<file path="src/rtl/imem_loader_pkg.sv">
// Shared types and constants for the serial instruction-memory loader.
// The CHECK state exists only when IMEM_LOADER_CHECKSUM_EN is defined.
package imem_loader_pkg;

  typedef enum logic [2:0] {
    IDLE,
    COUNT,
    DATA,
`ifdef IMEM_LOADER_CHECKSUM_EN
    CHECK,
`endif
    DONE,
    ERROR
  } loader_state_t;

  localparam logic [7:0]  DEFAULT_SYNC_BYTE = 8'hA5;
  localparam int unsigned WORD_BYTES        = 4;

endpackage

</file>
<file path="src/rtl/imem_word_assembler.sv">
// Packs little-endian bytes into 32-bit words; word_ready marks the cycle
// the final byte arrives, with the completed word presented on 'word'.
module imem_word_assembler
  import imem_loader_pkg::*;
(
  input  logic        clk,
  input  logic        rst_n,
  input  logic        clr,
  input  logic        byte_valid,
  input  logic [7:0]  byte_data,
  output logic [31:0] word,
  output logic        word_ready
);

  localparam int unsigned IDX_W = $clog2(WORD_BYTES);

  logic [IDX_W-1:0] byte_idx;
  logic [31:0]      lanes;

  always_ff @(posedge clk or negedge rst_n) begin
    if (!rst_n) begin
      byte_idx <= '0;
      lanes    <= '0;
    end else if (clr) begin
      byte_idx <= '0;
      lanes    <= '0;
    end else if (byte_valid) begin
      lanes[{byte_idx, 3'b000} +: 8] <= byte_data;
      byte_idx <= byte_idx + 1'b1;
    end
  end

  // Merge the in-flight byte so the full word is available in its arrival cycle.
  always_comb begin
    word = lanes;
    word[{byte_idx, 3'b000} +: 8] = byte_data;
  end

  assign word_ready = byte_valid && (byte_idx == IDX_W'(WORD_BYTES - 1));

endmodule

</file>
<file path="src/rtl/imem_loader.sv">
// Framed serial program loader: sync, count, little-endian words, writes to imem.
// Optional trailing XOR checksum enabled by defining IMEM_LOADER_CHECKSUM_EN.
module imem_loader
  import imem_loader_pkg::*;
#(
  parameter int unsigned DEPTH          = 32,
  parameter logic [7:0]  SYNC_BYTE      = DEFAULT_SYNC_BYTE,
  parameter int unsigned TIMEOUT_CYCLES = 50_000_000
) (
  input  logic        clk,
  input  logic        rst_n,
  input  logic [7:0]  rx_data,
  input  logic        rx_valid,
  output logic        imem_we,
  output logic [31:0] imem_addr,
  output logic [31:0] imem_wdata,
  output logic        cpu_hold,
  output logic        load_done,
  output logic        load_error
);

  localparam int unsigned IDX_W = $clog2(DEPTH + 1);
  localparam int unsigned TMO_W = $clog2(TIMEOUT_CYCLES + 1);

  loader_state_t    state, state_nx;
  logic [IDX_W-1:0] word_idx, word_cnt;
  logic [TMO_W-1:0] idle_cnt;
  logic             sync_seen, in_packet, timed_out, count_ok, last_word;
  logic             asm_valid, word_ready;
  logic [31:0]      word;
`ifdef IMEM_LOADER_CHECKSUM_EN
  logic [7:0]       checksum;
`endif

  assign sync_seen = rx_valid && (rx_data == SYNC_BYTE) &&
                     (state == IDLE || state == DONE || state == ERROR);
`ifdef IMEM_LOADER_CHECKSUM_EN
  assign in_packet = (state == COUNT) || (state == DATA) || (state == CHECK);
`else
  assign in_packet = (state == COUNT) || (state == DATA);
`endif
  assign timed_out = in_packet && !rx_valid && (idle_cnt == TMO_W'(TIMEOUT_CYCLES));
  assign count_ok  = (rx_data != 8'd0) && (32'(rx_data) <= DEPTH);
  assign asm_valid = rx_valid && (state == DATA);
  assign last_word = word_ready && (word_idx == word_cnt - 1'b1);

  imem_word_assembler u_asm (
    .clk        (clk),
    .rst_n      (rst_n),
    .clr        (sync_seen),
    .byte_valid (asm_valid),
    .byte_data  (rx_data),
    .word       (word),
    .word_ready (word_ready)
  );

  always_ff @(posedge clk or negedge rst_n) begin
    if (!rst_n) state <= IDLE;
    else        state <= state_nx;
  end

  always_comb begin
    state_nx = state;
    case (state)
      IDLE, DONE, ERROR: if (sync_seen) state_nx = COUNT;
      COUNT:             if (rx_valid) state_nx = count_ok ? DATA : ERROR;
`ifdef IMEM_LOADER_CHECKSUM_EN
      DATA:              if (last_word) state_nx = CHECK;
      CHECK:             if (rx_valid) state_nx = (rx_data == checksum) ? DONE : ERROR;
`else
      DATA:              if (last_word) state_nx = DONE;
`endif
      default:           state_nx = IDLE;
    endcase
    if (timed_out) state_nx = ERROR;
  end

  always_ff @(posedge clk or negedge rst_n) begin
    if (!rst_n) begin
      imem_we    <= 1'b0;
      imem_addr  <= '0;
      imem_wdata <= '0;
      cpu_hold   <= 1'b0;
      load_done  <= 1'b0;
      load_error <= 1'b0;
      word_idx   <= '0;
      word_cnt   <= '0;
      idle_cnt   <= '0;
`ifdef IMEM_LOADER_CHECKSUM_EN
      checksum   <= '0;
`endif
    end else begin
      imem_we <= 1'b0;
      if (word_ready) begin
        imem_we    <= 1'b1;
        imem_addr  <= 32'(word_idx) << 2;
        imem_wdata <= word;
        word_idx   <= word_idx + 1'b1;
      end

      // A new sync takes priority over the sticky DONE/ERROR status.
      if (sync_seen) begin
        cpu_hold   <= 1'b1;
        load_done  <= 1'b0;
        load_error <= 1'b0;
        word_idx   <= '0;
      end else if (state == DONE) begin
        cpu_hold   <= 1'b0;
        load_done  <= 1'b1;
      end else if (state == ERROR) begin
        load_error <= 1'b1;
      end

      if (state == COUNT && rx_valid) word_cnt <= IDX_W'(rx_data);

`ifdef IMEM_LOADER_CHECKSUM_EN
      if (sync_seen)      checksum <= '0;
      else if (asm_valid) checksum <= checksum ^ rx_data;
`endif

      if (!in_packet || rx_valid) idle_cnt <= '0;
      else if (!timed_out)        idle_cnt <= idle_cnt + 1'b1;
    end
  end

endmodule

</file>
<file path="config.mk">
export PLATFORM = sky130hd
export DESIGN_NAME = imem_loader
export DESIGN_NICKNAME = d
export VERILOG_FILES = /design/src/rtl/imem_loader_pkg.sv /design/src/rtl/imem_word_assembler.sv /design/src/rtl/imem_loader.sv
export SDC_FILE = /design/constraint.sdc
export NUM_CORES = 1
export LEC_CHECK = 0
export CAP_MARGIN = 40
export CELL_PAD_IN_SITES_DETAIL_PLACEMENT = 2
export CELL_PAD_IN_SITES_GLOBAL_PLACEMENT = 2
export CORE_MARGIN = 1.5
export CORE_UTILIZATION = 35
export CTS_BUF_LIST = sky130_fd_sc_hd__clkbuf_4
export CTS_CLUSTER_SIZE = 8
export DETAILED_ROUTE_END_ITERATION = 10
export PLACE_DENSITY_LB_ADDON = 0.1
export RECOVER_POWER = 25
export SLEW_MARGIN = 20
export SYNTH_ARGS = -nofsm -noshare
export SYNTH_HDL_FRONTEND = slang
export SYNTH_SLANG_ARGS = --single-unit
</file>
<file path="constraint.sdc">
create_clock -name clk -period 2.66 [get_ports clk]
set_input_delay 0.532 -clock clk [delete_from_list [all_inputs] [get_ports clk]]
set_output_delay 0.532 -clock clk [all_outputs]
set_load 0.02 [all_outputs]
</file>
==> flow_summary.json, run 1 <==
{
  "h_tree_level_count": 3,
  "placement.io_buffers": 52,
  "start_util_pct": 36.2,
  "failing_checks": "capacitance limit, slew limit",
  "number_of_antenna_violations_at_the_first_check_in_global_routing": 0,
  "timing.critical_path.fanout_max": 14,
  "path_clk_slew_ps": 160,
  "detailedRoute.firstIterationViolations": 165,
  "max-slew-margin-rel_pct": -4.85,
  "grt_pass1_wl_mm": 24.2,
  "synth_compound_gate_area_share_pct": 10.8,
  "fp-row-count": 44,
  "worstPathCellList": "nor4bb_1, buf_4, nand2_1, clkinv_1, nand4_1, xor2_1, nor2_1",
  "critical_path_buf_inv_count": 2,
  "worstSetupStartpointType": "flip-flop",
  "period_share_pct": 87.4,
  "synthMuxAreaShare_pct": 1.04,
  "ctsRootBufferMaster": "clkbuf_4",
  "maxClockFrequency_ghz": 0.430,
  "multi_input_area_sq_mm": 0.00226,
  "postCtsSetupBuffers": 0,
  "detail_route.wl_per_cell_microns": 18.5,
  "critPathCaptureType": "flip-flop",
  "synth.top_cells.by_count": "nor2_1 (112), dfrtp_1 (109), nand2_1 (52)",
  "yosys_warnings": 0,
  "fillers": 1600,
  "critPathArrivalTime_ps": 2710,
  "critical-path-top-delay-family": "simple AND/OR/NAND/NOR gates",
  "cts_repair_resize_count": 0,
  "area.sequential_sq_mm": 0.00273,
  "grt_max_degree": 110,
  "die-area_sq_mm": 0.0159,
  "synth_sequential_area_ratio_pct": 51.5,
  "tritoncts": "built",
  "main_combinational_cell_family_by_area_after_synthesis": "simple AND/OR/NAND/NOR gates",
  "finalHoldViolations": 0,
  "final_layout_size_suffix_gt1_share_pct": 9.24,
  "finalMaxSlewViolations": 110,
  "synth_area_leaders": "dfrtp_1 (52%), nor2_1 (7.9%), xor2_1 (4.1%), a221oi_1 (4.0%), buf_4 (3.7%)",
  "viasPerCell": 5.31,
  "synth_cells": 543,
  "num_antenna_cells": 0,
  "status": "finished, violations left",
  "first_global_vias": 4520,
  "design.portCount": 79,
  "cp_slowest_stage_delay_ps": 570,
  "dr_wl_met2_mm": 7.17,
  "ff2ff_setup_slack_ps": 340,
  "critPathRequiredTime_ps": 3050,
  "hold_ws_ps": 491,
  "post-route-cell-area_sq_mm": 0.00613,
  "met3WireLength_microns": 343,
  "maxCapViolCount": 1,
  "crit_path_top_delay_cell": "dfrtp_1",
  "antenna_violating_nets_post_route": 0,
  "route.vias.total": 4192,
  "synthXorXnorAreaFrac_pct": 6.28,
  "synth-adder-area-share_pct": 2.13,
  "highest_layer_used_for_signal_routing": "met4",
  "worstSkewPairLatency_ps": 480,
  "synth_simple_gate_area_share_pct": 20.6,
  "die_w_microns": 126,
  "finalCoreUtilization_pct": 41.9,
  "asyncSetResetFlopFracSynth_pct": 100,
  "drt_wl_total_mm": 14.6,
  "postPlaceCellArea_sq_mm": 0.00603,
  "synth_area_per_cell_sq_um": 9.75,
  "vdd.ir_drop.worst_mv": 0.189,
  "area_delta_synth_final_pct": 15.8,
  "most_frequent_cell_after_synthesis": "nor2_1",
  "net_total_in_the_final_layout": 621,
  "synth_enable_flop_cells": 0,
  "numCtsBuffers": 9,
  "post_synth_instance_area_sq_mm": 0.00530,
  "power.density_cell_area_mw_per_mm2": 472,
  "clock_tree.buffer_depth": 2,
  "synth_largest_area_cell": "dfrtp_1",
  "worst_hold_path_type": "flip-flop to flip-flop",
  "min_period_ps": 2320,
  "routabilityCongestion": 0.750,
  "area_share_of_the_leading_cell_type_in_the_synthesized_netlist_pct": 51.5,
  "synthFlopType": "dfrtp_1",
  "place.detailed.hpwl_mm": 10.2,
  "clock_sink_count": 109,
  "static-leakage-power_nw": 2.79,
  "fin_skew_ps": 11.0,
  "ys_types": 49,
  "timing.final.setup_violations": 0,
  "overflow": 0,
  "postCtsHoldBufs": 0,
  "die_height_microns": 126,
  "core_area_sq_mm": 0.0146,
  "wl_met1_mm": 6.75,
  "rsz_0062_raised_after_global_routing": "no",
  "worst_slew_pin_slew_ps": 1570,
  "detail_route.drc_violations": 0,
  "number_of_detailed_route_iterations_in_the_first_pass": 6,
  "report.power.total_w": 0.00290,
  "crit_type": "flip-flop to flip-flop",
  "global_route.usage.total_pct": 19.3,
  "ys_seq_elements": 109
}
final timing paths:
check	from	to	cells after the start
max	state[1]$_DFFE_PN0P_	word_idx[4]$_DFFE_PN0P_	7
min	imem_wdata[25]$_DFFE_PN0P_	imem_wdata[25]$_DFFE_PN0P_	2
max reg2reg	state[1]$_DFFE_PN0P_	word_idx[4]$_DFFE_PN0P_	7
min reg2reg	imem_wdata[25]$_DFFE_PN0P_	imem_wdata[25]$_DFFE_PN0P_	2
max in group asynchronous	rst_n	u_asm.lanes[13]$_DFFE_PN0P_	2
min in group asynchronous	rst_n	imem_addr[7]$_DFFE_PN0P_	2
worst register-to-register path, stage by stage, from the launching register on:
cell and delay [ps]:
dfrtp_1 570, nor4bb_1 400, buf_4 260, nand2_1 220
clkinv_1 350, nand4_1 190, xor2_1 190, nor2_1 60
logic make-up (layout without fill, tap and decap cells):
| logic type | count (synthesis) | count (layout) |
|---|---|---|
| flip-flops | 109 | 109 |
| AND/OR/NAND/NOR | 236 | 236 |
| buffers and inverters | 70 | 108 |
| adder cells (fa/ha/maj) | 9 | 9 |
| XOR/XNOR | 38 | 38 |
| other | 1 | 26 |
| AO/OA/AOI/OAI | 75 | 75 |
| multiplexers | 5 | 5 |
routing by layer:
layer,GRT usage (%),vias to the layer above
li1,-,1916
met1,25.3,2173
met2,32.8,81
met3,2.80,22
met4,7.03,0
met5,0,-
cell type report:
cell class	instances	area share [%]
flip-flops and latches	109	44.5
multi-input cells	389	36.9
repair buffers	79	12.2
well taps	184	3.75
clock buffers	15	1.84
inverters	13	0.796
clock inverters	1	0.122
through the flow:
stage / std cells / worst slack, ps / TNS (ps)
floorplan: 568 / 441 / 0
global placement: 774 / -132 / -3260
detailed placement: 774 / -196 / -3270
CTS: 790 / 281 / 0
global route: 790 / 153 / 0
finish: 790 / 336 / 0
state kept, by name (all words and copies together), names as in the netlist:
signal,flops
imem_wdata,32
idle_cnt,26
u_asm.lanes,24
imem_addr,6
word_cnt,6
word_idx,6
state,3
u_asm.byte_idx,2
cpu_hold,1
imem_we,1
load_done,1
load_error,1
placed cells by master (no fill, tap or decap), types with 2 or more instances in the layout:
master	count
mux2_2	4
nor4_1	3
o21ai_0	6
a221oi_1	24
nand2b_1	5
nand4_1	10
nor2b_1	3
nor3_1	6
nor4b_1	2
a22oi_1	25
or3_1	3
clkinv_1	3
buf_12	2
xnor2_1	13
xor2_1	25
buf_4	24
nor4b_2	2
clkbuf_4	17
conb_1	26
dfrtp_1	109
nor4bb_1	2
and3_1	8
nand3_1	16
and2_1	4
a22o_1	2
or4b_2	2
inv_1	10
nand2_1	52
clkdlybuf4s50_1	51
ha_1	9
nor2_1	112
a21oi_1	9
power breakdown:
part           leakage [nW]  internal (W)  switching, W  total, W
registers              1.50       0.00169     0.0000333   0.00172
clock network        0.0692      0.000258      0.000553  0.000812
logic                  1.22      0.000119      0.000241  0.000361
(Power assumes the default switching activity.)
==> run 2: changes to the inputs <==
--- a/config.mk
+++ b/config.mk
@@ -8,7 +8,7 @@
 export CAP_MARGIN = 40
 export CELL_PAD_IN_SITES_DETAIL_PLACEMENT = 2
 export CELL_PAD_IN_SITES_GLOBAL_PLACEMENT = 2
-export CORE_MARGIN = 1.5
+export CORE_MARGIN = 2
 export CORE_UTILIZATION = 35
 export CTS_BUF_LIST = sky130_fd_sc_hd__clkbuf_4
 export CTS_CLUSTER_SIZE = 8
==> flow_summary.json, run 2 (synthesis results as in run 1) <==
{
  "setup_slack_ps": 308,
  "most-common-layout-cells": "nor2_1 (112), dfrtp_1 (109), nand2_1 (52)",
  "critPathArrivalTime_ps": 2780,
  "placement.io_buffers": 52,
  "worst_slew_pin_slew_ps": 1260,
  "ff2ff_setup_slack_ps": 310,
  "vdd.ir_drop.worst_mv": 0.162,
  "routabilityCongestion": 0.771,
  "postCtsHoldBufs": 1,
  "finalMaxSlewViolations": 0,
  "net_total_in_the_final_layout": 624,
  "cts_repair_resize_count": 0,
  "maxCapViolCount": 0,
  "worstSkewPairLatency_ps": 490,
  "die_w_microns": 127,
  "grt_pass1_wl_mm": 24.5,
  "dp_slack_ps": -160,
  "start_util_pct": 36.2,
  "clock_tree.buffer_depth": 2,
  "maxClockFrequency_ghz": 0.425,
  "core_area_sq_mm": 0.0146,
  "min_path_cells": 2,
  "area_delta_synth_final_pct": 15.4,
  "finalHoldViolations": 0,
  "detail_route.drc_violations": 0,
  "max-slew-margin-rel_pct": 16.3,
  "overflow": 0,
  "num_antenna_cells": 0,
  "crit_type": "flip-flop to flip-flop",
  "viasPerCell": 5.22,
  "registers.top_by_ff_count": "imem_wdata",
  "design.portCount": 79,
  "grt_max_degree": 41,
  "layout_commonest_cell": "nor2_1",
  "global_route.usage.total_pct": 19.5,
  "largest_reg_flops": 32,
  "rsz_0062_raised_after_global_routing": "no",
  "min_period_ps": 2350,
  "fin_skew_ps": 15.6,
  "path_clk_slew_ps": 160,
  "critPathCaptureType": "flip-flop",
  "post-route-cell-area_sq_mm": 0.00611,
  "h_tree_level_count": 3,
  "layout_top_registers": "imem_wdata x32, idle_cnt x26, u_asm.lanes x24",
  "die-area_sq_mm": 0.0161,
  "number_of_antenna_violations_at_the_first_check_in_global_routing": 0,
  "worst_hold_path_type": "flip-flop to flip-flop",
  "fillers": 1578,
  "worstSetupStartpointType": "flip-flop",
  "first_global_vias": 4543,
  "number_of_detailed_route_iterations_in_the_first_pass": 4,
  "route.vias.total": 4115,
  "postPlaceCellArea_sq_mm": 0.00604,
  "detailedRoute.firstIterationViolations": 210,
  "numCtsBuffers": 9,
  "static-leakage-power_nw": 2.78,
  "report.power.total_w": 0.00279,
  "die_height_microns": 127,
  "timing.critical_path.fanout_max": 8,
  "status": "complete, no violations",
  "timing.final.setup_violations": 0,
  "final_layout_size_suffix_gt1_share_pct": 8.44,
  "drt_wl_total_mm": 14.8,
  "reg2regPathDepth": 7,
  "clock_sink_count": 109,
  "place.detailed.hpwl_mm": 10.5,
  "power.density_cell_area_mw_per_mm2": 456,
  "fp-row-count": 44,
  "detail_route.wl_per_cell_microns": 18.8,
  "tritoncts": "built",
  "critPathRequiredTime_ps": 3090,
  "period_share_pct": 88.4,
  "antenna_violating_nets_post_route": 0,
  "postCtsSetupBuffers": 0,
  "ctsRootBufferMaster": "clkbuf_4"
}
## run 2: final timing paths
kind | start | end
min reg2reg | imem_wdata[26]$_DFFE_PN0P_ | imem_wdata[26]$_DFFE_PN0P_
min in group asynchronous | rst_n | word_cnt[2]$_DFFE_PN0P_
max reg2reg | u_asm.byte_idx[0]$_DFFE_PN0P_ | u_asm.lanes[11]$_DFFE_PN0P_
max | u_asm.byte_idx[0]$_DFFE_PN0P_ | u_asm.lanes[11]$_DFFE_PN0P_
max in group asynchronous | rst_n | idle_cnt[20]$_DFFE_PN0P_
min | imem_wdata[26]$_DFFE_PN0P_ | imem_wdata[26]$_DFFE_PN0P_
## run 2: where the power goes
| group | internal [W] | switching [W] |
|---|---|---|
| Clock | 0.000176 | 0.000528 |
| Combinational | 0.000121 | 0.000239 |
| Sequential | 0.00169 | 0.0000320 |
| Total | 0.00199 | 0.000799 |
## run 2: per-layer routing
| layer | GRT usage (%) | up-vias | part of all wire (%) | wire length (microns) |
|---|---|---|---|---|
| met2 | 33.0 | 76 | 50 | 7440 |
| met4 | 6.66 | 0 | 1.8 | 267 |
| met1 | 25.8 | 2109 | 45 | 6700 |
| met5 | 0 | - | 0 | 0 |
| li1 | - | 1914 | - | - |
| met3 | 2.76 | 16 | 2.6 | 387 |
## run 2: final cells by class
| type | count | area [sq um] | share of cell area (%) |
|---|---|---|---|
| well taps | 184 | 230 | 3.77 |
| clock buffers | 10 | 75.1 | 1.23 |
| multi-input cells | 389 | 2260 | 37.0 |
| repair buffers | 82 | 764 | 12.5 |
| clock inverters | 1 | 3.75 | 0.0614 |
| inverters | 13 | 48.8 | 0.799 |
| flip-flops and latches | 109 | 2730 | 44.6 |
## run 2: critical path: stages (launching register included)
cell and delay, ps:
dfrtp_1 540, inv_1 180, ha_1 430, nand2_1 70, nor3_1 390, and2_1 400
a22oi_1 160, nor2_1 130
## run 2: metrics by stage
step	util, %	cells	setup TNS, ps	hold slack (ps)
6_report	41.7	788	0	485
5_1_grt	41.7	788	0	497
4_1_cts	41.9	788	0	437
3_5_place_dp	41.3	776	-4630	452
3_3_place_gp	41.3	776	-3370	449
2_1_floorplan	-	568	0	236
